==> config.mk <==
export PLATFORM = sky130hd
export DESIGN_NAME = psram_arbiter
export DESIGN_NICKNAME = d
export VERILOG_FILES = /design/src/rtl/psram_pkg.sv /design/src/rtl/psram_arb_pick.sv /design/src/rtl/psram_arbiter.sv
export SDC_FILE = /design/constraint.sdc
export NUM_CORES = 1
export LEC_CHECK = 0
export ABC_AREA = 1
export CAP_MARGIN = 30
export CORE_ASPECT_RATIO = 0.6
export CORE_MARGIN = 3
export CORE_UTILIZATION = 44
export DETAILED_ROUTE_END_ITERATION = 10
export PLACE_DENSITY = 0.86
export SETUP_SLACK_MARGIN = 0.5
export SYNTH_ARGS = -nofsm -noshare
export SYNTH_HDL_FRONTEND = slang
export SYNTH_SLANG_ARGS = --single-unit
==> constraint.sdc <==
create_clock -name i_clk -period 3.5 [get_ports i_clk]
set_input_delay 0.7 -clock i_clk [delete_from_list [all_inputs] [get_ports i_clk]]
set_output_delay 0.7 -clock i_clk [all_outputs]
set_load 0.005 [all_outputs]
==> src/rtl/psram_pkg.sv <==
// Shared types and constants for the three-port PSRAM arbiter and its controller.
package psram_pkg;

    localparam int         PSRAM_PORTS = 3;
    localparam logic [1:0] GRANT_NONE  = 2'd3;

    typedef enum logic [2:0] {
        ARB_INIT     = 3'd0,
        ARB_IDLE     = 3'd1,
        ARB_ISSUE    = 3'd2,
        ARB_ACCEPT   = 3'd3,
        ARB_WAIT     = 3'd4,
        ARB_COMPLETE = 3'd5
    } arb_state_e;

    typedef enum logic [1:0] {
        CTL_BOOT = 2'd0,
        CTL_IDLE = 2'd1,
        CTL_BUSY = 2'd2,
        CTL_DONE = 2'd3
    } ctl_state_e;

endpackage

==> src/rtl/psram_arb_pick.sv <==
// Combinational winner select: port 0 first unless the starve limit is hit,
// ports 1 and 2 alternate through the round-robin pointer.
module psram_arb_pick
    import psram_pkg::*;
(
    input  logic [PSRAM_PORTS-1:0] i_stb,
    input  logic                   i_starve_hit,
    input  logic [1:0]             i_rr_ptr,
    output logic [1:0]             o_winner
);

    logic       low_pend;
    logic [1:0] low_pick;

    always_comb begin
        low_pend = i_stb[1] | i_stb[2];
        if (i_stb[1] && i_stb[2]) begin
            low_pick = i_rr_ptr;
        end else if (i_stb[1]) begin
            low_pick = 2'd1;
        end else begin
            low_pick = 2'd2;
        end

        if (low_pend && (!i_stb[0] || i_starve_hit)) begin
            o_winner = low_pick;
        end else begin
            o_winner = 2'd0;
        end
    end

endmodule

==> src/rtl/psram_arbiter.sv <==
// Three-port arbiter in front of a single PSRAM controller; one command in
// flight at a time, command fields held steady until the requester sees done.
module psram_arbiter
    import psram_pkg::*;
#(
    parameter int STARVE_LIMIT = 4
) (
    input  logic        i_clk,
    input  logic        i_rst,
    input  logic        i_p0_stb,
    input  logic        i_p0_we,
    input  logic [23:0] i_p0_addr,
    input  logic [15:0] i_p0_din,
    output logic        o_p0_done,
    output logic [15:0] o_p0_dout,
    input  logic        i_p1_stb,
    input  logic        i_p1_we,
    input  logic [23:0] i_p1_addr,
    input  logic [15:0] i_p1_din,
    output logic        o_p1_done,
    output logic [15:0] o_p1_dout,
    input  logic        i_p2_stb,
    input  logic        i_p2_we,
    input  logic [23:0] i_p2_addr,
    input  logic [15:0] i_p2_din,
    output logic        o_p2_done,
    output logic [15:0] o_p2_dout,
    output logic        o_mem_stb,
    output logic        o_mem_we,
    output logic [23:0] o_mem_addr,
    output logic [15:0] o_mem_din,
    input  logic        i_mem_busy,
    input  logic        i_mem_done,
    input  logic [15:0] i_mem_dout,
    output logic [1:0]  o_grant,
    output logic [2:0]  o_state
);

    localparam int SW = $clog2(STARVE_LIMIT + 1);

    arb_state_e                        state_q, state_d;
    logic                              mem_we_q, mem_we_d;
    logic [23:0]                       mem_addr_q, mem_addr_d;
    logic [15:0]                       mem_din_q, mem_din_d;
    logic [1:0]                        grant_q, grant_d;
    logic [SW-1:0]                     starve_q, starve_d;
    logic [1:0]                        rr_q, rr_d;
    logic [PSRAM_PORTS-1:0][15:0]      dout_q, dout_d;

    logic [PSRAM_PORTS-1:0]            stb_v, we_v, done_v;
    logic [PSRAM_PORTS-1:0][23:0]      addr_v;
    logic [PSRAM_PORTS-1:0][15:0]      din_v;
    logic [1:0]                        winner;
    logic                              starve_hit, low_pend;
    logic                              win_we;
    logic [23:0]                       win_addr;
    logic [15:0]                       win_din;

    assign stb_v  = {i_p2_stb, i_p1_stb, i_p0_stb};
    assign we_v   = {i_p2_we, i_p1_we, i_p0_we};
    assign addr_v = {i_p2_addr, i_p1_addr, i_p0_addr};
    assign din_v  = {i_p2_din, i_p1_din, i_p0_din};

    assign starve_hit = (starve_q == SW'(STARVE_LIMIT));
    assign low_pend   = stb_v[1] | stb_v[2];

    psram_arb_pick u_pick (
        .i_stb        (stb_v),
        .i_starve_hit (starve_hit),
        .i_rr_ptr     (rr_q),
        .o_winner     (winner)
    );

    always_comb begin
        win_we   = 1'b0;
        win_addr = '0;
        win_din  = '0;
        for (int i = 0; i < PSRAM_PORTS; i++) begin
            if (winner == 2'(i)) begin
                win_we   = we_v[i];
                win_addr = addr_v[i];
                win_din  = din_v[i];
            end
        end
    end

    always_comb begin
        state_d    = state_q;
        mem_we_d   = mem_we_q;
        mem_addr_d = mem_addr_q;
        mem_din_d  = mem_din_q;
        grant_d    = grant_q;
        starve_d   = starve_q;
        rr_d       = rr_q;
        dout_d     = dout_q;

        case (state_q)
            ARB_INIT: begin
                if (i_mem_done && !i_mem_busy) state_d = ARB_IDLE;
            end
            ARB_IDLE: begin
                grant_d = GRANT_NONE;
                if (!low_pend) starve_d = '0;
                if (|stb_v) begin
                    mem_we_d   = win_we;
                    mem_addr_d = win_addr;
                    mem_din_d  = win_din;
                    grant_d    = winner;
                    state_d    = ARB_ISSUE;
                    // Only port-0 wins that bypass a waiting low port count toward starvation.
                    if (winner == 2'd0) begin
                        if (low_pend && !starve_hit) starve_d = starve_q + SW'(1);
                    end else begin
                        starve_d = '0;
                        rr_d     = (winner == 2'd1) ? 2'd2 : 2'd1;
                    end
                end
            end
            ARB_ISSUE:  state_d = ARB_ACCEPT;
            ARB_ACCEPT: begin
                if (i_mem_busy) state_d = ARB_WAIT;
            end
            ARB_WAIT: begin
                if (!i_mem_busy && i_mem_done) begin
                    if (!mem_we_q) begin
                        for (int i = 0; i < PSRAM_PORTS; i++) begin
                            if (grant_q == 2'(i)) dout_d[i] = i_mem_dout;
                        end
                    end
                    state_d = ARB_COMPLETE;
                end
            end
            ARB_COMPLETE: begin
                grant_d = GRANT_NONE;
                state_d = ARB_IDLE;
            end
            default: state_d = ARB_INIT;
        endcase
    end

    always_ff @(posedge i_clk) begin
        if (i_rst) begin
            state_q    <= ARB_INIT;
            mem_we_q   <= 1'b0;
            mem_addr_q <= '0;
            mem_din_q  <= '0;
            grant_q    <= GRANT_NONE;
            starve_q   <= '0;
            rr_q       <= 2'd1;
            dout_q     <= '0;
        end else begin
            state_q    <= state_d;
            mem_we_q   <= mem_we_d;
            mem_addr_q <= mem_addr_d;
            mem_din_q  <= mem_din_d;
            grant_q    <= grant_d;
            starve_q   <= starve_d;
            rr_q       <= rr_d;
            dout_q     <= dout_d;
        end
    end

    genvar gi;
    generate
        for (gi = 0; gi < PSRAM_PORTS; gi++) begin : g_done
            assign done_v[gi] = (state_q == ARB_COMPLETE) && (grant_q == 2'(gi));
        end
    endgenerate

    assign o_p0_done  = done_v[0];
    assign o_p1_done  = done_v[1];
    assign o_p2_done  = done_v[2];
    assign o_p0_dout  = dout_q[0];
    assign o_p1_dout  = dout_q[1];
    assign o_p2_dout  = dout_q[2];
    assign o_mem_stb  = (state_q == ARB_ISSUE);
    assign o_mem_we   = mem_we_q;
    assign o_mem_addr = mem_addr_q;
    assign o_mem_din  = mem_din_q;
    assign o_grant    = grant_q;
    assign o_state    = state_q;

endmodule

## Yosys cells after proc, flatten, opt, wreduce, memory -nomap -nowiden

Cells that the tools add are included.

- $add $sub $neg: 1
- Equal/unequal tests: 14
- Muxes and demuxes: 24
- Bitwise logic cells: 3
- Reductions and logical operators: 22

Operator list:

| cell | count |
|---|---|
| $mux 24 | 3 |
| $mux 16 | 3 |
| $mux 3 | 8 |
| $pmux 3 s6 | 1 |
| $reduce_and 4->1 | 4 |
| $mux 2 | 5 |
| $eq 3x3->1 const B | 3 |
| $ne 2x2->1 const B | 4 |
| $logic_and 1x1->1 | 7 |
| $eq 3x2->1 const B | 2 |
| $eq 2x1->1 const B | 2 |
| $eq 2x2->1 const B | 2 |
| $logic_not 2->1 | 2 |
| $pmux 2 s2 | 1 |
| $add 3x1->3 const B | 1 |
| $eq 3x1->1 const B | 1 |
| $logic_not 1->1 | 3 |
| $logic_not 3->1 | 1 |
| $mux 1 | 3 |
| $reduce_and 3->1 | 1 |
| $reduce_or 3->1 | 1 |
| $not 1->1 | 2 |
| $reduce_and 2->1 | 1 |
| $reduce_bool 2->1 | 1 |
| 2 further kinds | 2 |

- Register bits: 99
- Input bits: 146
- Output and inout port bits: 98
- Logic and storage cells: 74

## Logic depth before layout (Yosys ltp)

Gate-level depths: netlist of run 1.

- Depth in word-level cells: 8
- Depth in mapped cells: 10
- Depth with buffers taken out: 9

## Cells and area by module

Synthesis of run 1 repeated with hierarchy kept, for this count alone.

- Cells, all modules: 684
- Area, all modules: 4534.3 um^2

Modules (own cells, without submodules):

| module | instances | cells each | area an instance (um^2) | sequential area each (um^2) |
|---|---|---|---|---|
| psram_arbiter | 1 | 674 | 4494.3 | 1981.9 |
| psram_arb_pick | 1 | 10 | 40.0 | 0.0 |

## Worst setup path before layout of run 1

Ideal clock, no wire load.

- Kind: input to register
- Start point: input port i_mem_busy
- End point: register dout_q (netlist bit o_p0_dout[10])
- Setup time: 0.116 ns
- Arrival time: 1.494 ns
- Required time: 3.384 ns
- Slack: 1.890 ns
- Stages: 7
- Buffers on the path: 1
- Cell sequence: inv_1 nand2_1 nor2_1 nand2_2 clkbuf_1 o21ai_0 nor2_1

- Cells in the longest elaborated chain, start to end: 3

Ends and longest elaborated chain:

| item | line | source |
|---|---|---|
| start, declared | psram_arbiter.sv:32 | `input logic i_mem_busy,` |
| $logic_not 1->1 | psram_arbiter.sv:124 | `if (!i_mem_busy && i_mem_done) begin` |
| $logic_and 1x1->1 | psram_arbiter.sv:124 |  |
| $reduce_and 4->1 (no line) | n/a |  |
| end signal, assigned | psram_arbiter.sv:159 | `dout_q <= dout_d;` |
| end, declared | psram_arbiter.sv:48 | `logic [PSRAM_PORTS-1:0][15:0] dout_q, dout_d;` |

No other way between the ends.
A chain may end at the register's enable or synchronous reset.

## Worst setup path after layout of run 1

- Start point: register state_q[0] (netlist: o_state[0])
- End point: output port o_p2_done

- Cells in the longest elaborated chain, start to end: 2

Ends and longest elaborated chain:

| item | line | source |
|---|---|---|
| start, declared | psram_arbiter.sv:41 | `arb_state_e state_q, state_d;` |
| start signal, assigned | psram_arbiter.sv:152 | `state_q <= state_d;` |
| $eq 3x3->1 | psram_arbiter.sv:166 | `assign done_v[gi] = (state_q == ARB_COMPLETE) && (grant_q == 2'(gi));` |
| $logic_and 1x1->1 | psram_arbiter.sv:166 |  |
| end, declared | psram_arbiter.sv:26 | `output logic o_p2_done,` |

No other way between the ends.

==> flow_summary.toml, run 1 <==
[flow_run]
maxCapViolations = 0

[worst_setup_path]
startpoint_type = "register"
rrSetupSlack_ps = 1290
arrival_ps = 1820
r2r-end = "o_mem_addr[9]"
rr_worst_depth = 10
crit_fanout = 7
required_ps = 2800
critical_path_buf_inv_count = 2
slowest_stage = "clkdlybuf4s50_1"
max_stage_delay_ps = 530
path_cells = "inv_2, nor2_4, nand2_1, nor3_1, clkdlybuf4s50_1"
r2r-start = "starve_q[0]"
crit_family = "buffers and inverters"
critPathCaptureType = "output port"
crit_type = "reg -> out"

[sta]
whs_ps = 462.0
drv_slew = 0
fin_crit_sh_pct = 71.89
maxClockFrequency_mhz = 397.4
min_period_ps = 2516
finClkSkew_ps = 11.33
worstMarginPinSlew_ps = 749.3
rsz0062_at_grt = "false"
setup-tns-final_ps = 0
max_slew_margin_pct = 49.97
setup_viol = 0
hold_violations = 0

[detailed_routing]
wl_per_cell_um = 16.22
num_vias = 5834
drc_errors = 0
drtIter0Drc = 433
ant_nets = 0
routed_via_density = 5.377
finalWirelength_um = 17600
dr.pass1.iters = 6

[layout]
syn_to_final_growth_pct = 53.90
drive_gt1_share_pct = 4.545
final_util_pct = 71.01
stdcell_count = 1085
diodes = 0
final_nets = 1089

[logic_synthesis]
synth_area_sq_um = 4972
synth_commonest_cells = "nor2_1 (191), nand2_1 (115), dfxtp_1 (99)"
netlist.top_cell.by_area = "dfxtp_1"
syn_nets = 882
avgSynthCellArea_sq_um = 6.774
postSynthCellCount = 734
async_flop_share_pct = 0
ys.flop_type = "dfxtp_1"
yosys.cell_types.count = 27
yosysWarnings = 0
synth_area_leaders = "dfxtp_1 (40%), nor2_1 (14%), nand4_1 (11%)"
yosysMostFrequentCell = "nor2_1"
synth_seq_cells = 99
synth_top_area_share_pct = 39.86
ys_seq_area_share_pct = 39.86
synth_edf_count = 0

[clock_tree]
cts_htree_levels = 3
worstSkewPairLatency_ps = 340
cts-root-buf = "clkbuf_16"
clock_path_buffers = 2
cts_hold_buffers = 0
cts_setup_buffers = 0
clk_pin_slew_worst_paths_ps = 80
cts_tree = "done"
cts_resized = 0
cts.sink_count = 99
cts_buffers = 9

[place]
place.gp.congestion = 0.8560
place_inst = 1069
port_buffers = 243
dp_hpwl_um = 12680

[die]
core_area_sq_um = 10780
io_pins = 244
initial_core_util_pct = 46.14
die_y_um = 88.35
row_count = 29
fp.dieW_um = 143.2
die_area_sq_um = 12650

[grt]
antenna_found_initial = 0
grt_pass1_wl_um = 27660
grt_max_degree = 86
gr-usage-all-layers_pct = 27.26
grt_pass1_vias = 5364
gr-total-overflow = 0

[worst_hold_path]
hp-class = "reg -> reg"
worstHoldStart = "rr_q[1]"
min_to = "rr_q[1]"
whs_path_depth = 2

[power]
fin_total_pwr_mw = 2.942
power.density_nw_per_um2 = 384.4
power.leakage_nw = 2.950
irDropWorstVdd_mv = 0.3334

[outcome]
status = "finished clean"
## where the power goes
| part | internal, mW | switching (mW) |
|---|---|---|
| clock network | 0.566 | 0.463 |
| logic | 0.359 | 0.321 |
| registers | 1.19 | 0.0422 |
| total | 2.12 | 0.826 |
## metrics by stage
| stage | setup slack, ps | area [sq um] |
|---|---|---|
| 4_1_cts | 989.7 | 7652 |
| 2_1_floorplan | 1891 | 4972 |
| 3_3_place_gp | 796.7 | 7345 |
| 3_5_place_dp | 780.5 | 7345 |
| 6_report | 983.8 | 7652 |
| 5_1_grt | 866.7 | 7652 |
## worst register-to-register path, delay by kind of cell, from the launching register on
family	cells	cell delay (ps)
flops	1	330
buf+inv	2	520
fa+ha+maj	1	140
simple gates	7	1130
## cells in the final DEF, fill, tap and decap left out, drive strengths merged, types with 9 or more instances in the layout
master         synthesis  final
nand3                 48     48
dfxtp                 99     99
clkbuf                17      9
inv                   18     21
nor2                 194    194
buf                   41     11
nand2                119    119
o21ai                 95     95
nand4                 84     84
clkdlybuf4s50          0    243
## how the worst max path moves through the flow
stage,slack [ps],cells after the start,to,start
6_report,980,5,o_p2_done,o_state[0]
5_1_grt,870,5,o_p1_done,o_state[0]
3_5_place_dp,780,8,o_mem_din[2],i_p1_stb
4_1_cts,990,5,o_p1_done,o_state[0]
2_1_floorplan,1890,7,o_p0_dout[10],i_mem_busy
3_3_place_gp,800,8,o_mem_addr[9],i_p0_stb
## metal layers
metal	wire length [um]	track usage, %	part of all wire, %
met1	7868	38.21	45
met2	7960	42.42	45
met3	1448	6.479	8.2
met4	325	7.778	1.8
met5	0	0	0
## sequential cells by signal, indices dropped and copies added, names as in the netlist
name        count
o_state         3
o_mem_we        1
rr_q            2
o_p1_dout      16
o_mem_din      16
starve_q        3
o_p2_dout      16
o_grant         2
o_mem_addr     24
o_p0_dout      16
## cells by family (layout without fill, tap and decap cells)
logic type               Yosys count  in the layout  share of synthesized area, %
flip-flops                        99             99                         39.86
AO/OA/AOI/OAI                    102            102                         10.37
buffers and inverters             77            289                         8.354
XOR/XNOR                           1              1                        0.1762
adder cells (fa/ha/maj)            2              2                        0.5032
AND/OR/NAND/NOR                  453            453                         40.74
## layout make-up
| type | count | area [sq um] |
|---|---|---|
| repair buffers | 254 | 2540 |
| inverters | 19 | 71.32 |
| clock buffers | 9 | 225.2 |
| fillers | 939 | 3124 |
| clock inverters | 7 | 82.58 |
| flip-flops and latches | 99 | 1982 |
| multi-input cells | 558 | 2577 |
| well taps | 139 | 173.9 |
(Power assumes the default switching activity.)
==> run 2: changes to the inputs <==
--- a/config.mk
+++ b/config.mk
@@ -9,9 +9,9 @@
 export CAP_MARGIN = 30
 export CORE_ASPECT_RATIO = 0.6
 export CORE_MARGIN = 3
-export CORE_UTILIZATION = 44
+export CORE_UTILIZATION = 41
 export DETAILED_ROUTE_END_ITERATION = 10
-export PLACE_DENSITY = 0.86
+export PLACE_DENSITY = 0.81
 export SETUP_SLACK_MARGIN = 0.5
 export SYNTH_ARGS = -nofsm -noshare
 export SYNTH_HDL_FRONTEND = slang
==> constraint.sdc (replaced) <==
create_clock -name i_clk -period 2.5 [get_ports i_clk]
set_input_delay 0.5 -clock i_clk [delete_from_list [all_inputs] [get_ports i_clk]]
set_output_delay 0.5 -clock i_clk [all_outputs]
set_load 0.005 [all_outputs]
==> run 2 against run 1 <==
Critical path type is now in -> reg. Global-route usage decreased by 2.1 points. Critical path depth is 4 higher. Combinational power rose by 43%. Critical endpoint is now o_mem_we. Non-clock buffer count is 12 higher. Setup slack worse by 350 ps. Via count about the same. First-iteration DRC count fell by 24%.
==> flow_summary.toml, run 2 (same netlist as run 1, synthesis figures left out) <==
[layout]
fillers = 1043
regArea_sq_um = 1992
drive_gt1_share_pct = 6.472
final_area_sq_um = 7784
final_nets = 1101
syn_to_final_growth_pct = 56.54
final_cell_mix = "clkdlybuf4s50_1 (239), nor2_1 (191), nand2_1 (113), dfxtp_1 (95), nand4_1 (84)"
largest_reg_flops = 24
multi_input_area_sq_um = 2585
final_util_pct = 67.33
diodes = 0
layout_commonest_cell = "clkdlybuf4s50_1"

[power]
power.density_nw_per_um2 = 520.7
irDropWorstVdd_mv = 0.3420
p_sw_mw = 1.172
pwr-share-clk_pct = 33.3
pwr-share-comb_pct = 24.0
fin_total_pwr_mw = 4.053
seqPwrFrac_pct = 42.6
p_int_mw = 2.881
power.leakage_nw = 3.045
swShare_pct = 28.93

[grt]
grt_max_degree = 61
grt_pass1_vias = 5192
gr-total-overflow = 0
grt_pass1_wl_um = 27810
gr-usage-all-layers_pct = 25.20
antenna_found_initial = 0

[clock_tree]
clock_path_buffers = 2
cts_tree = "done"
cts_htree_levels = 3
cts-root-buf = "clkbuf_16"
clk_pin_slew_worst_paths_ps = 70
worstSkewPairLatency_ps = 340
cts.sink_count = 99
cts_hold_buffers = 0
cts_buffers = 9

[sta]
finClkSkew_ps = 6.779
fin_crit_sh_pct = 74.77
hold_violations = 0
drv_slew = 0
setup_slack_ps = 630.7
setup_viol = 0
maxClockFrequency_mhz = 535.0
worstMarginPinSlew_ps = 443.8
rsz0062_at_grt = "false"
max_slew_margin_pct = 70.30
setup-tns-final_ps = 0
min_period_ps = 1869

[die]
io_pins = 244
initial_core_util_pct = 43.01
die_area_sq_um = 13530
row_count = 30
die_y_um = 91.30
fp.dieW_um = 148.2
core_area_sq_um = 11560

[detailed_routing]
ant_nets = 0
drc_errors = 0
num_vias = 5836
drtIter0Drc = 330
routed_via_density = 5.220
wl_per_cell_um = 15.86
dr.pass1.iters = 5
finalWirelength_um = 17730

[worst_setup_path]
critPathCaptureType = "register"
arrival_ps = 2100
startpoint_type = "input port"
required_ps = 2730
crit_fanout = 32
crit_type = "in -> reg"

[flow_run]
maxCapViolations = 0

[place]
pre_cts_slack_ps = 284.6
place.gp.congestion = 0.9040
dp_hpwl_um = 12870
port_buffers = 243
placed_area_sq_um = 7466

[outcome]
status = "finished clean"

[worst_hold_path]
hp-class = "reg -> reg"
run 2: timing repair:
action | CTS | global route
setup endpoints to repair | 4 | 9
pin swaps | 1 | 0
setup buffers | 1 | 0
resized for setup | 8 | 6
run 2: path summary, 6_finish.rpt:
check | from | end | slack [ps] | depth (start not counted)
max reg2reg | starve_q[0] | starve_q[1] | 750 | 10
min reg2reg | rr_q[1] | rr_q[1] | 470 | 2
max | i_p1_stb | o_mem_we | 630 | 9
min | rr_q[1] | rr_q[1] | 470 | 2
run 2: final cells by class:
| cell class | instances | area share, % |
|---|---|---|
| tap | 160 | 2.572 |
| sequential | 99 | 25.59 |
| clock inverter | 7 | 0.8037 |
| timing repair buffer | 266 | 33.98 |
| inverter | 19 | 0.9484 |
| multi-input combinational | 558 | 33.21 |
| clock buffer | 9 | 2.893 |
run 2: power by group through the flow:
stage	Clock, mW	Combinational, mW	Sequential (mW)
floorplan	0	0.447	1.76
global placement	0	0.956	1.76
detailed placement	0	0.963	1.76
CTS	1.38	0.971	1.72
global route	1.43	1.07	1.74
finish	1.35	0.974	1.73
run 2: metrics by stage:
step,cells,hold slack [ps]
CTS,1118,469.8
detailed placement,1101,459.2
finish,1118,469.0
global placement,1101,447.4
global route,1118,493.3
floorplan,734,433.1
run 2: worst max-delay path, cell delays in order:
cell and delay, ps:
clkdlybuf4s50_1 580, inv_1 60, nand2_1 110, nor2_1 90, nor2_4 130, buf_4 320
nand2_1 90, nor2_1 140, nor2_1 60
run 2: metal layers:
metal | global-route usage [%] | wire (um)
met2 | 38.06 | 7860
met5 | 0 | 0
met4 | 4.689 | 227
met1 | 35.90 | 8125
met3 | 7.531 | 1518
==> run 3: changes to the inputs <==
==> constraint.sdc (replaced) <==
create_clock -name i_clk -period 1.8 [get_ports i_clk]
set_input_delay 0.36 -clock i_clk [delete_from_list [all_inputs] [get_ports i_clk]]
set_output_delay 0.36 -clock i_clk [all_outputs]
set_load 0.005 [all_outputs]
==> run 3 against run 2 <==
First-iteration DRC count is 130% higher. Global-route usage is 5.7 points higher. Die area stayed put. Clock power is 47% higher. Sequential power is 39% higher. Final cell count is 7.8% higher. Utilization is 14 points higher. Clock skew is 8.4 ps higher. Setup slack worse by 550 ps. Combinational power is 110% higher. Register-to-register slack worse by 670 ps. Largest cell class unchanged.
==> flow_summary.toml, run 3 (same netlist as run 1, synthesis figures left out) <==
[place]
placed_area_sq_um = 7757
place.gp.congestion = 0.8764
dp_hpwl_um = 13120
place_inst = 1119
port_buffers = 243
pre_cts_slack_ps = -96.97

[detailed_routing]
ant_nets = 0
dr.pass1.iters = 5
num_vias = 7150
drc_errors = 0
routed_via_density = 5.934
drtIter0Drc = 769
wl_per_cell_um = 21.59
finalWirelength_um = 26010

[layout]
final_cell_mix = "nor2_1 (145), clkdlybuf4s50_1 (142), nand2_1 (92), nand4_1 (84), dfxtp_1 (60)"
final_nets = 1188
layout_commonest_cell = "nor2_1"
syn_to_final_growth_pct = 90.16
final_util_pct = 81.79
largest_reg_flops = 24
stdcell_count = 1205
diodes = 0
final_area_sq_um = 9455
drive_gt1_share_pct = 32.63

[worst_setup_path]
critical_path_buf_inv_count = 6
r2r-end = "o_mem_addr[2]"
slowest_stage = "dfxtp_2"
r2r-start = "o_state[0]"
max_stage_delay_ps = 350
crit_fanout = 5
crit_type = "reg -> reg"
rr_worst_depth = 12
crit_family = "buffers and inverters"
arrival_ps = 1960
rrSetupSlack_ps = 80
startpoint_type = "register"
required_ps = 2040
critPathCaptureType = "register"
crit_top_cell = "buf_6"
path_cells = "inv_2, nor2_4, buf_6, buf_6, nand2_4, nor2_4, buf_6, buf_6, buf_6, nand2_1, nor2_1, nor2_1"

[sta]
maxClockFrequency_mhz = 581.3
fin_crit_sh_pct = 95.57
drv_slew = 0
max_slew_margin_pct = 73.25
rsz0062_at_grt = "true"
setup_viol = 0
setup_slack_ps = 79.81
worstMarginPinSlew_ps = 398.2
whs_ps = 471.8
min_period_ps = 1720
finClkSkew_ps = 15.18
hold_violations = 0
setup-tns-final_ps = 0

[clock_tree]
cts_tree = "done"
cts_hold_buffers = 0
cts_buffers = 9
worstSkewPairLatency_ps = 360
cts.sink_count = 99
cts-root-buf = "clkbuf_16"
cts_htree_levels = 3
clock_path_buffers = 2
clk_pin_slew_worst_paths_ps = 80

[die]
die_y_um = 91.30
core_area_sq_um = 11560
row_count = 30
die_area_sq_um = 13530
io_pins = 244
initial_core_util_pct = 43.01
fp.dieW_um = 148.2

[power]
irDropWorstVdd_mv = 0.4953
fin_total_pwr_mw = 6.397
power.leakage_nw = 4.070
power.density_nw_per_um2 = 676.6

[outcome]
status = "finished clean"

[flow_run]
maxCapViolations = 0

[worst_hold_path]
min_to = "o_p1_dout[2]"
whs_path_depth = 2
worstHoldStart = "o_p1_dout[2]"
hp-class = "reg -> reg"

[grt]
grt_max_degree = 57
antenna_found_initial = 0
gr-total-overflow = 0
grt_pass1_vias = 6188
grt_pass1_wl_um = 33370
gr-usage-all-layers_pct = 30.88
-- run 3: cell types whose count changed in the layout (fill, tap and decap cells not counted), sizes merged, moves of 14 or more --
cell	change
clkdlybuf4s15	+50
clkbuf	+31
buf	+90
clkdlybuf4s50	-97
dlygate4sd2	+14
-- run 3: final cells by class --
cell class              count  area, sq um
well taps                 160        200.2
clock buffers              10        239.0
inverters                  19        103.9
repair inverters            2        32.53
flip-flops and latches     99         2038
repair buffers            351         3627
fillers                   709         2106
clock inverters             6        55.05
multi-input cells         558         3159
-- run 3: worst max-delay path by stage --
stage / start / to / slack, ps / cells past startpoint
CTS: o_state[0] / o_p1_done / 170 / 5
detailed placement: i_p1_stb / o_mem_addr[19] / -100 / 9
finish: o_state[0] / o_mem_addr[2] / 80 / 12
global route: o_state[0] / o_mem_addr[4] / 1 / 12
global placement: i_p1_stb / o_mem_addr[17] / -30 / 9
floorplan: o_state[1] / o_p0_dout[10] / 480 / 7
-- run 3: report_power, final --
group | internal, mW | total, mW | leakage (nW) | switching (mW)
combinational | 1.04 | 2.01 | 3.10 | 0.972
sequential | 2.32 | 2.41 | 0.822 | 0.0910
clock | 1.01 | 1.98 | 0.146 | 0.967
total | 4.37 | 6.40 | 4.07 | 2.03
-- run 3: tightest hold or removal path, stage by stage (launching register included) --
cell and delay (ps):
dfxtp_1 330, nor2_1 50, nor2_1 60
-- run 3: per-layer routing --
metal	global-route usage [%]	wire length [um]	vias up
met2	51.39	12280	547
met3	7.531	2586	105
met4	7.456	1056	0
met1	40.52	10090	3393
met5	0	0	-
li1	-	-	3105
-- run 3: repair_timing --
item | in CTS | in global routing
endpoints found under the setup margin | 197 | 180
buffers inserted | 34 | 18
pin swaps | 35 | 64
gates resized for setup | 332 | 201
gates cloned | 16 | 2
